`src/rtl/alu_issue_ctrl.sv`:
```
// Execute-stage issue controller: decodes ALU-class fields, drives the ALU and returns the result over valid/ready.
// Optional macro ALU_PERF_EN adds saturating op_count/illegal_count handshake counters.
module alu_issue_ctrl #(
    parameter int MUL_LAT = 2,
    parameter int XLEN    = 32
) (
    input  logic            clk,
    input  logic            rst_n,
    input  logic            in_valid,
    output logic            in_ready,
    input  logic [1:0]      alu_op,
    input  logic [2:0]      funct3,
    input  logic            funct7_5,
    input  logic            funct7_0,
    input  logic [XLEN-1:0] rs1_data,
    input  logic [XLEN-1:0] rs2_data,
    input  logic [XLEN-1:0] imm,
    output logic [XLEN-1:0] alu_in1,
    output logic [XLEN-1:0] alu_in2,
    output logic [3:0]      alu_ctrl,
    input  logic [XLEN-1:0] alu_res,
    input  logic            alu_z,
    output logic            out_valid,
    input  logic            out_ready,
    output logic [XLEN-1:0] out_res,
    output logic            out_zero,
    output logic            out_illegal
`ifdef ALU_PERF_EN
    ,
    output logic [31:0]     op_count,
    output logic [15:0]     illegal_count
`endif
);

    localparam logic [3:0] CTRL_AND  = 4'b0000;
    localparam logic [3:0] CTRL_OR   = 4'b0001;
    localparam logic [3:0] CTRL_ADD  = 4'b0010;
    localparam logic [3:0] CTRL_SLL  = 4'b0011;
    localparam logic [3:0] CTRL_SUB  = 4'b0100;
    localparam logic [3:0] CTRL_SRL  = 4'b0101;
    localparam logic [3:0] CTRL_MUL  = 4'b0110;
    localparam logic [3:0] CTRL_XOR  = 4'b0111;
    localparam logic [3:0] CTRL_SLTU = 4'b1000;
    localparam logic [3:0] CTRL_SRA  = 4'b1001;

    typedef enum logic [1:0] {IDLE, EXEC, DONE} state_t;

    state_t          state_q, state_d;
    logic [3:0]      cnt_q, cnt_d;
    logic [XLEN-1:0] in1_q, in1_d, in2_q, in2_d;
    logic [3:0]      ctrl_q, ctrl_d;
    logic [XLEN-1:0] res_q, res_d;
    logic            zero_q, zero_d;
    logic            ill_q, ill_d;
    logic [4:0]      dec;

    // Returns {illegal, ctrl}; funct7_0 only matters for R-type (M-extension).
    function automatic logic [4:0] decode(input logic [1:0] op, input logic [2:0] f3,
                                          input logic f75, input logic f70);
        logic       ill;
        logic [3:0] c;
        logic       rtype;
        ill   = 1'b0;
        c     = CTRL_ADD;
        rtype = (op == 2'b10);
        case (op)
            2'b00: c = CTRL_ADD;
            2'b01: c = CTRL_SUB;
            default: begin
                case (f3)
                    3'b000: begin
                        if (rtype && f70)      c = CTRL_MUL;
                        else if (rtype && f75) c = CTRL_SUB;
                        else                   c = CTRL_ADD;
                    end
                    3'b001: c = CTRL_SLL;
                    3'b010: ill = 1'b1;
                    3'b011: c = CTRL_SLTU;
                    3'b100: c = CTRL_XOR;
                    3'b101: c = f75 ? CTRL_SRA : CTRL_SRL;
                    3'b110: c = CTRL_OR;
                    default: c = CTRL_AND;
                endcase
                if (rtype && f70 && (f3 != 3'b000)) ill = 1'b1;
            end
        endcase
        return {ill, c};
    endfunction

    always_comb begin
        dec     = decode(alu_op, funct3, funct7_5, funct7_0);
        state_d = state_q;
        cnt_d   = cnt_q;
        in1_d   = in1_q;
        in2_d   = in2_q;
        ctrl_d  = ctrl_q;
        res_d   = res_q;
        zero_d  = zero_q;
        ill_d   = ill_q;
        case (state_q)
            IDLE: begin
                if (in_valid) begin
                    if (dec[4]) begin
                        // Illegal ops bypass the ALU and leave its inputs untouched.
                        state_d = DONE;
                        res_d   = '0;
                        zero_d  = 1'b0;
                        ill_d   = 1'b1;
                    end else begin
                        state_d = EXEC;
                        in1_d   = rs1_data;
                        in2_d   = (alu_op[0] == alu_op[1]) ? imm : rs2_data;
                        ctrl_d  = dec[3:0];
                        cnt_d   = (dec[3:0] == CTRL_MUL) ? 4'(MUL_LAT - 1) : 4'd0;
                        ill_d   = 1'b0;
                    end
                end
            end
            EXEC: begin
                if (cnt_q == 4'd0) begin
                    state_d = DONE;
                    res_d   = alu_res;
                    zero_d  = alu_z;
                end else begin
                    cnt_d = cnt_q - 4'd1;
                end
            end
            DONE: begin
                if (out_ready) state_d = IDLE;
            end
            default: state_d = IDLE;
        endcase
    end

    always_ff @(posedge clk) begin
        if (!rst_n) begin
            state_q <= IDLE;
            cnt_q   <= '0;
            in1_q   <= '0;
            in2_q   <= '0;
            ctrl_q  <= CTRL_AND;
            res_q   <= '0;
            zero_q  <= 1'b0;
            ill_q   <= 1'b0;
        end else begin
            state_q <= state_d;
            cnt_q   <= cnt_d;
            in1_q   <= in1_d;
            in2_q   <= in2_d;
            ctrl_q  <= ctrl_d;
            res_q   <= res_d;
            zero_q  <= zero_d;
            ill_q   <= ill_d;
        end
    end

    assign in_ready    = (state_q == IDLE);
    assign out_valid   = (state_q == DONE);
    assign alu_in1     = in1_q;
    assign alu_in2     = in2_q;
    assign alu_ctrl    = ctrl_q;
    assign out_res     = res_q;
    assign out_zero    = zero_q;
    assign out_illegal = ill_q;

`ifdef ALU_PERF_EN
    logic [31:0] op_cnt_q;
    logic [15:0] ill_cnt_q;

    always_ff @(posedge clk) begin
        if (!rst_n) begin
            op_cnt_q  <= '0;
            ill_cnt_q <= '0;
        end else if ((state_q == DONE) && out_ready) begin
            if (ill_q) begin
                if (ill_cnt_q != '1) ill_cnt_q <= ill_cnt_q + 16'd1;
            end else begin
                if (op_cnt_q != '1) op_cnt_q <= op_cnt_q + 32'd1;
            end
        end
    end

    assign op_count      = op_cnt_q;
    assign illegal_count = ill_cnt_q;
`endif

endmodule

```
`config.mk`:
```
export PLATFORM = sky130hd
export DESIGN_NAME = alu_issue_ctrl
export DESIGN_NICKNAME = d
export VERILOG_FILES = /design/src/rtl/alu_issue_ctrl.sv
export SDC_FILE = /design/constraint.sdc
export NUM_CORES = 1
export LEC_CHECK = 0
export ABC_AREA = 1
export CORE_MARGIN = 2
export CORE_UTILIZATION = 39
export DETAILED_ROUTE_END_ITERATION = 16
export GPL_ROUTABILITY_DRIVEN = 0
export PLACE_DENSITY = 0.8
export SETUP_SLACK_MARGIN = 0.5
export SLEW_MARGIN = 20
export SYNTH_ARGS = -nofsm -noshare
export SYNTH_HDL_FRONTEND = slang
export SYNTH_SLANG_ARGS = --single-unit
```
`constraint.sdc`:
```
create_clock -name clk -period 2.15 [get_ports clk]
set_clock_uncertainty 0.05 [all_clocks]
set_input_delay 0.645 -clock clk [delete_from_list [all_inputs] [get_ports clk]]
set_output_delay 0.645 -clock clk [all_outputs]
set_load 0.01 [all_outputs]
```
==> flow_summary.yaml, run 1 <==
floorplanning:
  io_pins: 244
  core_area_mm2: 0.0114
  start_util_pct: 39.6
  die_w_um: 111
  rows: 39
  die-area_mm2: 0.0124
  fp.dieH_um: 111
place:
  pre_cts_ws_ns: -0.398
  dp_hpwl_mm: 10.1
  port_buffers: 243
timing:
  min_period_ns: 1.89
  max_freq_mhz: 529
  finalCritPeriodShare_pct: 87.9
  hold_viol: 0
  drv_slew: 0
  max_slew_margin_pct: 76.2
  layout_setup_ws_ns: 0.261
  setup_violations: 0
  tightest_slew_ns: 0.357
  rsz0062_at_grt: "yes"
  fin_hold_ws_ns: 0.412
synthesis:
  ys_seq_elements: 108
  ys.flop_type: "dfxtp_1"
  syn_avg_cell_area_um2: 7.07
  ys_types: 27
  yosys_warnings: 0
  synthCells: 637
  seq_area_frac_synth_pct: 48.0
  syn_area_mm2: 0.00451
  synth_edf_count: 0
  ys_async_sr_fraction_pct: 0
  synth_nets: 782
finish:
  drive_gt1_share_pct: 42.5
  layout_common_cells: "231 x nand2_1, 133 x clkdlybuf4s50_1, 83 x dfxtp_1"
  nets: 1076
  fill_cells: 745
  utilization_pct: 79.5
  syn2layout_area_growth_pct: 101
  final_common_cell: "nand2_1"
  diodes: 0
worst_setup_path:
  reg2reg_to: "out_res[19]"
  path_max_fanout: 8
  crit_chain: "buf_6 -> buf_8 -> inv_12 -> ha_4 -> nand2_4 -> nand2_4 -> nand3_4 -> buf_6 -> nand2_4 -> nand3_4 -> buf_12 -> buf_16 -> nand2_1 -> a21oi_1"
  critical_path_depth: 14
  crit_start: "alu_op[0]"
  worstRegToRegCells: 9
  cp_slowest_cell: "buf_12"
  path_buf_inv: 6
  slowest_delay_ns: 0.18
  crit_top_cell: "nand2_4"
  crit_end: "out_res[12]"
  crit_type: "in2reg"
  critPathLaunchType: "primary input"
  cp.arrival_ns: 2.06
  crit_family: "buffers and inverters"
  rrSetupSlack_ns: 0.42
  cp.required_ns: 2.32
  r2r-start: "cnt_q[0]"
  crit_path_end_kind: "flop"
clocking:
  cts-buffers-inserted: 9
  ctsHoldBuffers: 0
  ctsHtreeMaxLevel: 3
  root_buffer: "clkbuf_16"
  clockBufferDepth: 2
  cts_tree: "yes"
  clk_latency_ns: 0.34
  cts.sinks: 108
  clkTransAtPathRegs_ns: 0.07
global_routing:
  grt_pass1_wl_mm: 26.2
  grt_overflow_total: 0
  antenna_found_initial: 0
  grt_pass1_vias: 5369
  grt_usage_pct: 26.0
  grt_max_degree: 39
route:
  viasPerCell: 5.02
  vias: 5412
  first_pass_iters: 5
  wirelength_mm: 18.1
  ant_nets: 0
  wire_per_inst_um: 16.8
  post-route-drc-count: 0
  drt_iter0_drc: 309
pwr:
  leakage_nw: 4.01
  p_total_mw: 6.24
  p_per_area_mw_per_mm2: 691
  max-vdd-ir-drop_uv: 512
run_status:
  outcome: "finished clean"
hold_path:
  hp-class: "reg2reg"
job:
  drv_cap: 0
==> through the flow <==
stage | TNS (ns) | instance area [um2] | instances
after floorplan | 0 | 4610 | 637
after global placement | -29.59 | 7400 | 1015
after detailed placement | -34.55 | 7400 | 1015
after CTS | 0 | 8730 | 1070
after global routing | 0 | 9040 | 1079
final | 0 | 9040 | 1079
==> layer usage <==
metal | GRT usage [%] | wire length, um | vias up
met2 | 49.6 | 9560 | 242
met4 | 8.81 | 448 | 0
li1 | - | - | 2603
met3 | 6.53 | 1290 | 41
met1 | 27.9 | 6820 | 2526
met5 | 0 | 0 | -
==> how the worst min path moves through the flow <==
stage               cells after the start  slack (ns)           to         from
floorplan                               2        0.42     cnt_q[3]     cnt_q[3]
global placement                        2        0.40  out_res[18]  out_res[18]
detailed placement                      2        0.40   out_res[3]   out_res[3]
CTS                                     2        0.41  out_res[14]  out_res[14]
global route                            2        0.43  out_res[24]  out_res[24]
finish                                  2        0.41  alu_ctrl[2]  alu_ctrl[2]
==> where the power goes <==
part | switching [mW] | leakage, nW | internal [mW] | total [mW]
clock network | 0.740 | 0.136 | 0.852 | 1.59
registers | 0.116 | 0.893 | 2.18 | 2.29
logic | 1.13 | 2.98 | 1.23 | 2.36
total | 1.99 | 4.01 | 4.26 | 6.24
==> cell type report <==
cell class / instances / area [um2] / area share (%)
multi-input cells: 475 / 2990 / 33.1
clock inverters: 3 / 21.3 / 0.235
flip-flops and latches: 108 / 2200 / 24.3
inverters: 16 / 93.8 / 1.04
clock buffers: 13 / 260 / 2.88
well taps: 143 / 179 / 1.98
repair buffers: 321 / 3300 / 36.5
==> synthesized netlist by cell type (2+ instances only) <==
cell type	number	area, um2
buf_6	4	45.0
buf_2	11	55.1
nand2_1	318	1190
inv_2	2	7.51
dfxtp_1	108	2160
ha_1	5	62.6
buf_1	2	7.51
clkbuf_1	18	67.6
nor2_1	14	52.6
nand2_2	10	62.6
o21ai_0	3	15.0
buf_4	3	22.5
a21oi_2	10	87.6
inv_1	13	48.8
a21oi_1	95	475
nand3_1	10	50.1
==> state kept, by name, indices dropped and copies added, names as in the netlist <==
register	cells
alu_ctrl	4
alu_in1	32
alu_in2	32
cnt_q	4
out_illegal	1
out_res	32
out_zero	1
state_q	2
==> what timing repair did <==
item,CTS,global route
setup endpoints to repair,212,196
buffers inserted,25,6
resized for setup,361,259
gates cloned,14,3
pin swaps,36,46
==> kinds of logic after synthesis <==
| logic type | synth area share, % |
|---|---|
| XOR/XNOR | 0.389 |
| buffers and inverters | 5.72 |
| AO/OA/AOI/OAI | 13.3 |
| flip-flops | 48.0 |
| adder cells (fa/ha/maj) | 1.39 |
| AND/OR/NAND/NOR | 31.2 |
==> worst reg2reg max path: stages (launching register included) <==
cell     delay, ns
dfxtp_1       0.31
inv_1         0.08
ha_1          0.23
nand2_1       0.11
nand3_1       0.18
nand3_4       0.21
buf_6         0.14
buf_16        0.14
nand2_2       0.07
a21oi_2       0.14
Note: power is estimated with default switching activity, not from simulation.
==> inputs of run 2 (changes only) <==
--- a/config.mk
+++ b/config.mk
@@ -10,6 +10,7 @@
 export CORE_UTILIZATION = 39
 export DETAILED_ROUTE_END_ITERATION = 16
 export GPL_ROUTABILITY_DRIVEN = 0
+export HOLD_SLACK_MARGIN = 0.15
 export PLACE_DENSITY = 0.8
 export SETUP_SLACK_MARGIN = 0.5
 export SLEW_MARGIN = 20
==> results of run 2 <==
No change in the layout: final DEF, timing and power equal those of run 1.
==> inputs of run 3 (changes only) <==
--- a/config.mk
+++ b/config.mk
@@ -6,12 +6,14 @@
 export NUM_CORES = 1
 export LEC_CHECK = 0
 export ABC_AREA = 1
+export CORE_ASPECT_RATIO = 1.25
 export CORE_MARGIN = 2
-export CORE_UTILIZATION = 39
+export CORE_UTILIZATION = 40
+export CTS_BUF_LIST = sky130_fd_sc_hd__clkbuf_4
 export DETAILED_ROUTE_END_ITERATION = 16
 export GPL_ROUTABILITY_DRIVEN = 0
 export HOLD_SLACK_MARGIN = 0.15
-export PLACE_DENSITY = 0.8
+export PLACE_DENSITY = 0.82
 export SETUP_SLACK_MARGIN = 0.5
 export SLEW_MARGIN = 20
 export SYNTH_ARGS = -nofsm -noshare
==> flow_summary.yaml, run 3 (synthesis gave the netlist of run 1 again) <==
clocking:
  clkTransAtPathRegs_ns: 0.15
  ctsHoldBuffers: 0
  cts.sinks: 108
  root_buffer: "clkbuf_4"
  cts_tree: "yes"
  clk_latency_ns: 0.44
  clockBufferDepth: 2
  cts-buffers-inserted: 9
  ctsHtreeMaxLevel: 3
worst_setup_path:
  crit_path_end_kind: "output port"
  crit_chain: "inv_4 -> nor2_2 -> buf_2"
  crit_family: "flip-flops"
  cp.required_ns: 1.45
  crit_type: "reg2out"
  critPathLaunchType: "flop"
  slowest_delay_ns: 0.41
  path_max_fanout: 2
  cp.arrival_ns: 1.11
  cp_slowest_cell: "dfxtp_4"
  path_buf_inv: 2
pwr:
  intPower_mw: 3.85
  clkPwrFrac_pct: 18.3
  p_per_area_mw_per_mm2: 619
  switchingPower_mw: 1.82
  leakage_nw: 3.97
  pwr-share-seq_pct: 41.2
  swShare_pct: 32.1
  max-vdd-ir-drop_uv: 353
  power_frac_comb_pct: 40.5
timing:
  drv_slew: 0
  hold_viol: 0
  max_slew_margin_pct: 77.5
  rsz0062_at_grt: "yes"
  finalCritPeriodShare_pct: 84.1
  setup_violations: 0
  max_freq_mhz: 553
  fin_hold_ws_ns: 0.428
  min_period_ns: 1.81
  fin_setup_tns_ns: 0
  tightest_slew_ns: 0.338
global_routing:
  grt_max_degree: 64
  grt_pass1_wl_mm: 25.5
  grt_usage_pct: 26.2
  grt_pass1_vias: 5405
  antenna_found_initial: 0
  grt_overflow_total: 0
route:
  ant_nets: 0
  wirelength_mm: 17.9
  drt_iter0_drc: 241
  first_pass_iters: 7
  vias: 5506
  viasPerCell: 5.05
  wire_per_inst_um: 16.4
  post-route-drc-count: 0
finish:
  drive_gt1_share_pct: 47.4
  syn2layout_area_growth_pct: 103
  diodes: 0
  layout_common_cells: "270 x nand2_1, 132 x clkdlybuf4s50_1, 118 x buf_6"
  final_common_cell: "nand2_1"
  fill_cells: 622
  stdcell_area_mm2: 0.00916
  nets: 1095
job:
  drv_cap: 0
place:
  port_buffers: 243
  dp_hpwl_mm: 10.4
  place_area_mm2: 0.00729
floorplanning:
  core_area_mm2: 0.0110
  rows: 43
  die_w_um: 98.9
  io_pins: 244
  fp.dieH_um: 123
  start_util_pct: 40.9
  die-area_mm2: 0.0121
hold_path:
  hp-class: "reg2reg"
run_status:
  outcome: "finished clean"
## run 3: final timing paths
| kind | start | endpoint | slack [ns] | cells after the start |
|---|---|---|---|---|
| min reg2reg | out_res[13] | out_res[13] | 0.43 | 2 |
| min | out_res[13] | out_res[13] | 0.43 | 2 |
| max reg2reg | state_q[0] | alu_in2[2] | 0.42 | 10 |
| max | state_q[1] | out_valid | 0.34 | 3 |
## run 3: power groups by stage
stage | Clock (mW) | Sequential (mW) | Combinational, mW
finish | 1.04 | 2.34 | 2.30
global route | 1.15 | 2.35 | 2.44
CTS | 1.05 | 2.32 | 1.92
detailed placement | 0 | 2.31 | 1.51
global placement | 0 | 2.30 | 1.47
floorplan | 0 | 2.37 | 0.650
## run 3: area by class of cell
class                           count  area [um2]  share of cell area [%]
Multi-Input combinational cell    475        2570                    28.1
Clock inverter                      7        75.1                   0.820
Timing Repair Buffer              340        3870                    42.3
Sequential cell                   108        2300                    25.2
Inverter                           16        96.3                    1.05
Clock buffer                        9        67.6                   0.738
Tap cell                          135         169                    1.84
## run 3: what timing repair did
action | in CTS | in global routing
pin swaps | 19 | 24
setup endpoints to repair | 212 | 204
cloned | 13 | 3
gates resized for setup | 665 | 161
buffers inserted | 31 | 28
## run 3: worst min-delay path: cells and delay by family (launching register included)
kind | cells | cell delay (ns)
AOI/OAI and AO/OA | 1 | 0.05
and+or+nand+nor | 1 | 0.06
DFF | 1 | 0.35
## run 3: layer usage
metal | global-route usage [%] | wire [um] | up-vias
li1 | - | - | 2639
met3 | 5.69 | 1180 | 75
met4 | 14.5 | 989 | 0
met2 | 49.5 | 9520 | 278
met1 | 26.4 | 6180 | 2514
met5 | 0 | 0 | -
## run 3: metrics by stage
stage	utilization [%]	cells	power (mW)	setup WS, ns
6_report	83.0	1090	5.67	0.343
5_1_grt	83.0	1090	5.94	0.269
4_1_cts	74.3	1059	5.29	0.316
3_5_place_dp	66.1	999	3.82	-0.433
3_3_place_gp	66.1	999	3.77	-0.353
2_1_floorplan	-	637	3.02	0.378
